`src/rtl/binary_mul_pkg.sv`:
```
// Shared types and width helpers for the iterative binary multiplier.
package binary_mul_pkg;

    typedef enum logic [1:0] {
        IDLE = 2'd0,
        RUN  = 2'd1,
        DONE = 2'd2
    } mul_state_t;

    localparam int MIN_W = 2;
    localparam int MAX_W = 32;

    // Counter holds W-1 down to 0.
    function automatic int cnt_width(int w);
        return (w > 1) ? $clog2(w) : 1;
    endfunction

    // One spare bit above the product keeps the carry / sign of the upper half.
    function automatic int acc_width(int w);
        return 2 * w + 1;
    endfunction

endpackage

```
`src/rtl/binary_mul_step.sv`:
```
// One radix-2 iteration: add/sub into the upper half, then shift right by one.
// BINARY_MUL_SIGNED_EN selects Booth (signed) recoding; otherwise unsigned shift-add.
module binary_mul_step #(
    parameter int W = 8
) (
    input  logic [2*W:0] acc,
    input  logic [W-1:0] a,
    input  logic         bit_cur,
`ifdef BINARY_MUL_SIGNED_EN
    input  logic         bit_prev,
`endif
    output logic [2*W:0] acc_next
);

    logic [W:0]     upper;
    logic [W:0]     sum;
    logic [2*W+1:0] wide;

    assign upper = acc[2*W:W];

`ifdef BINARY_MUL_SIGNED_EN
    logic [W:0] a_ext;
    assign a_ext = {a[W-1], a};

    always_comb begin
        sum = upper;
        case ({bit_cur, bit_prev})
            2'b01:   sum = upper + a_ext;
            2'b10:   sum = upper - a_ext;
            default: sum = upper;
        endcase
    end

    // Duplicating the sign bit before the shift makes it arithmetic.
    assign wide = {sum[W], sum, acc[W-1:0]};
`else
    always_comb begin
        sum = upper;
        if (bit_cur) begin
            sum = upper + {1'b0, a};
        end
    end

    assign wide = {1'b0, sum, acc[W-1:0]};
`endif

    assign acc_next = (2*W+1)'(wide >> 1);

endmodule

```
`src/rtl/binary_mul_seq.sv`:
```
// Iterative W x W multiplier with start/busy/done handshake and clock enable.
// BINARY_MUL_SIGNED_EN selects two's complement operands (Booth); default is unsigned.
module binary_mul_seq
    import binary_mul_pkg::*;
#(
    parameter int W = 8
) (
    input  logic           clk,
    input  logic           rst_n,
    input  logic           en,
    input  logic           start,
    input  logic [W-1:0]   a,
    input  logic [W-1:0]   b,
    output logic           busy,
    output logic           done,
    output logic [2*W-1:0] p,
    output mul_state_t     state
);

    localparam int CW = cnt_width(W);
    localparam int AW = acc_width(W);

    logic [W-1:0]  a_reg;
    logic [W-1:0]  b_reg;
    logic [CW-1:0] cnt;
    logic [CW-1:0] idx;
    logic [AW-1:0] acc;
    logic [AW-1:0] acc_next;

    // Counter runs down, so the multiplier bit under examination is W-1-cnt.
    assign idx = CW'(W - 1) - cnt;

`ifdef BINARY_MUL_SIGNED_EN
    logic bit_prev;
    assign bit_prev = (idx == '0) ? 1'b0 : b_reg[idx - CW'(1)];
`endif

    binary_mul_step #(.W(W)) u_step (
        .acc      (acc),
        .a        (a_reg),
        .bit_cur  (b_reg[idx]),
`ifdef BINARY_MUL_SIGNED_EN
        .bit_prev (bit_prev),
`endif
        .acc_next (acc_next)
    );

    always_ff @(posedge clk or negedge rst_n) begin
        if (!rst_n) begin
            state <= IDLE;
            busy  <= 1'b0;
            done  <= 1'b0;
            p     <= '0;
            cnt   <= '0;
            a_reg <= '0;
            b_reg <= '0;
            acc   <= '0;
        end else if (en) begin
            case (state)
                IDLE, DONE: begin
                    done <= 1'b0;
                    if (start) begin
                        state <= RUN;
                        busy  <= 1'b1;
                        a_reg <= a;
                        b_reg <= b;
                        acc   <= '0;
                        cnt   <= CW'(W - 1);
                    end else begin
                        state <= IDLE;
                    end
                end
                RUN: begin
                    acc <= acc_next;
                    if (cnt == '0) begin
                        p     <= acc_next[2*W-1:0];
                        state <= DONE;
                        busy  <= 1'b0;
                        done  <= 1'b1;
                    end else begin
                        cnt <= cnt - CW'(1);
                    end
                end
                default: begin
                    state <= IDLE;
                    busy  <= 1'b0;
                    done  <= 1'b0;
                end
            endcase
        end
    end

endmodule

```
`config.mk`:
```
export PLATFORM = sky130hd
export DESIGN_NAME = binary_mul_seq
export DESIGN_NICKNAME = d
export VERILOG_FILES = /design/src/rtl/binary_mul_pkg.sv /design/src/rtl/binary_mul_step.sv /design/src/rtl/binary_mul_seq.sv
export SDC_FILE = /design/constraint.sdc
export NUM_CORES = 1
export LEC_CHECK = 0
export ABC_CLOCK_PERIOD_IN_PS = 3100
export CAP_MARGIN = 0
export CORE_MARGIN = 2
export CORE_UTILIZATION = 36
export CTS_BUF_LIST = sky130_fd_sc_hd__clkbuf_4 sky130_fd_sc_hd__clkbuf_8
export DETAILED_ROUTE_END_ITERATION = 8
export PLACE_DENSITY = 0.63
export SLEW_MARGIN = 20
export SYNTH_ARGS = -nofsm -noshare
export SYNTH_HDL_FRONTEND = slang
export SYNTH_HIERARCHICAL = 1
export SYNTH_SLANG_ARGS = --single-unit
```
`constraint.sdc`:
```
create_clock -name clk -period 3.1 [get_ports clk]
set_input_delay 0.465 -clock clk [delete_from_list [all_inputs] [get_ports clk]]
set_output_delay 0.465 -clock clk [all_outputs]
set_load 0.05 [all_outputs]
```
==> results.md <==
- Final Setup Violations: 0
- Cts repair resizes: 0
- Syn Std Cell Area: between 2000 and 3000 um2
- Fin crit share: just under 80%
- Nets: 320
- Most frequent cells in the layout: nand2_1 (56), dfrtp_1 (55), clkdlybuf4s50_1 (38)
- Area growth, synth to finish: 17.7%
- TNS Setup: 0 ns
- Clock tree buffer depth: 2
- I/O Buffers: 39
- Hold Fails Final Rpt: 0
- Top Registers: acc: 16 flops, p: 16 flops
- Syn Inst Count: 260
- Place WS: 0.681 ns
- Drt initial violations: ~70
- R2R depth: 6
- Final min period: between 2 and 2.5 ns
- Max stage delay on crit path: around 0.43 ns
- Syn Area/Cell: 10.8 um2
- Worst setup path endpoint: p[14]
- # H-tree levels: 2
- # DRC: 0
- Post-route antenna net violation count: 0
- Kind of end point of the critical path: flip-flop
- Max-cap violation count: 0
- Worst Hold Margin: a little over 0.06 ns
- Max VDD drop: about 0.58 mV
- Worst Max-Slew Pin Slew: around 0.64 ns
- Relative slew slack: approximately 57%
- First-pass GRT wire length: slightly below 10000 um
- Cts bufs inserted: 5
- Commonest non-fill, non-tap cell in the layout: nand2_1
- Largest net degree at the start of global routing: 40
- Syn Nets: between 200 and 300
- HPWL after detailed placement: ~3900 um
- CTS tree: built
- Most frequent CP cell: a221o_1
- Share of cells above drive strength 1: 11.7%
- Pwr per Cell Area: roughly 1100 nW/um2
- Worst path slowest cell: dfrtp_1
- Fill cell count: ~740
- Setup Buffers After CTS: 0
- Crit path launch: acc[12]
- Die area: between 8000 and 9000 um2
- Die Span X: roughly 92 um
- Worst R2R End: p[14]
- WP data required: about 3.3 ns
- Worst Path Arrival: 2.61 ns
- Leakage: roughly 0.0016 uW
- Overall routing resource usage: ~14%
- Number of diodes: 0
- Class of the worst hold path: primary input to asynchronous set/reset pin
- Slew Viols, Final: 0
- Result of the run: complete, no violations
- Critical-path maximum fanout: 6
- Congestion Overflow GR: 0
- Clock skew: about 0.011 ns
- Skew-Pair Late Insertion Delay: 0.31 ns
- Initial Util: ~37%
- CP Buf/Inv Count: 0
- Vias per std cell: roughly 5
- Core Box Area: about 7600 um2
- Initial antenna violation count: 0
- Detailed Routing Iterations Pass 1: 4
- CTS clk-pin slew, worst paths: 0.11 ns
- Crit path kind: flip-flop to flip-flop
- Hold buffer count at CTS: 0
- Number of cells on the critical path: 6
- Clock sinks: between 50 and 60
- Final Util: 43.3%
- Root buffer cell: clkbuf_8
- Die Y-Extent: 92.5 um
- Top delay family on crit path: compound AO/OA/AOI/OAI gates
- Setup ws final: 0.701 ns
- R2r setup slk: about 0.70 ns
- Fmax: about 0.42 GHz
- Final GP Congestion: 0.870
- WL/cell: 14.1 um
- Number of I/O pins: 40
- Syn. warnings: 6
- Vias in the first global route: 1999
- Worst reg2reg startpoint: acc[12]
- Crit-path cells: ha_1 > and2_4 > a221o_1 > a211o_1 > a221o_1 > mux2_2
- Post-Route WL: between 5000 and 6000 um
- Via count: 1942
- Row count: 32
- Startpoint Class: flip-flop
- RSZ-0062 raised after global routing: false
per-layer routing:
| metal | track usage [%] | part of all wire, % |
|---|---|---|
| met1 | 19.6 | 49 |
| met4 | 3.98 | 0.76 |
| met5 | 0 | 0 |
| met3 | 3.09 | 3.9 |
| met2 | 22.3 | 46 |
worst min-delay path by stage:
stage / from / end / slack (ns) / cells after the start
after floorplan: rst_n / a_reg[0] / 0.17 / 0
after global placement: rst_n / a_reg[6] / 0.41 / 1
after detailed placement: rst_n / a_reg[7] / 0.42 / 1
after CTS: rst_n / a_reg[7] / 0.06 / 1
after global routing: rst_n / a_reg[7] / 0.08 / 1
final: rst_n / a_reg[7] / 0.06 / 1
through the flow:
stage / cells / total power [uW] / instance area, um2
floorplan: 260 / 2690 / 2820
global placement: 384 / 3110 / 3220
detailed placement: 384 / 3140 / 3220
CTS: 392 / 3580 / 3310
global route: 392 / 3830 / 3310
finish: 392 / 3540 / 3310
power by group:
part	leakage [uW]	internal, uW	switching, uW
registers	0.000707	1020	231
logic	0.000827	808	1070
clock network	0.0000463	166	249
final cells by class:
| cell class | instances | area, um2 | share of cell area (%) |
|---|---|---|---|
| sequential | 55 | 1380 | 41.5 |
| multi-input combinational | 176 | 1280 | 38.5 |
| timing repair buffer | 41 | 400 | 12.1 |
| tap | 102 | 128 | 3.85 |
| clock buffer | 5 | 68.8 | 2.08 |
| inverter | 10 | 37.5 | 1.13 |
| clock inverter | 3 | 27.5 | 0.831 |
worst reg2reg max path, cell delays in order (launching register included):
cell and delay [ns]:
dfrtp_1 0.43, ha_1 0.37, and2_4 0.19, a221o_1 0.37, a211o_1 0.32, a221o_1 0.35
mux2_2 0.27
No activity file was read; power rests on OpenSTA's default activity.
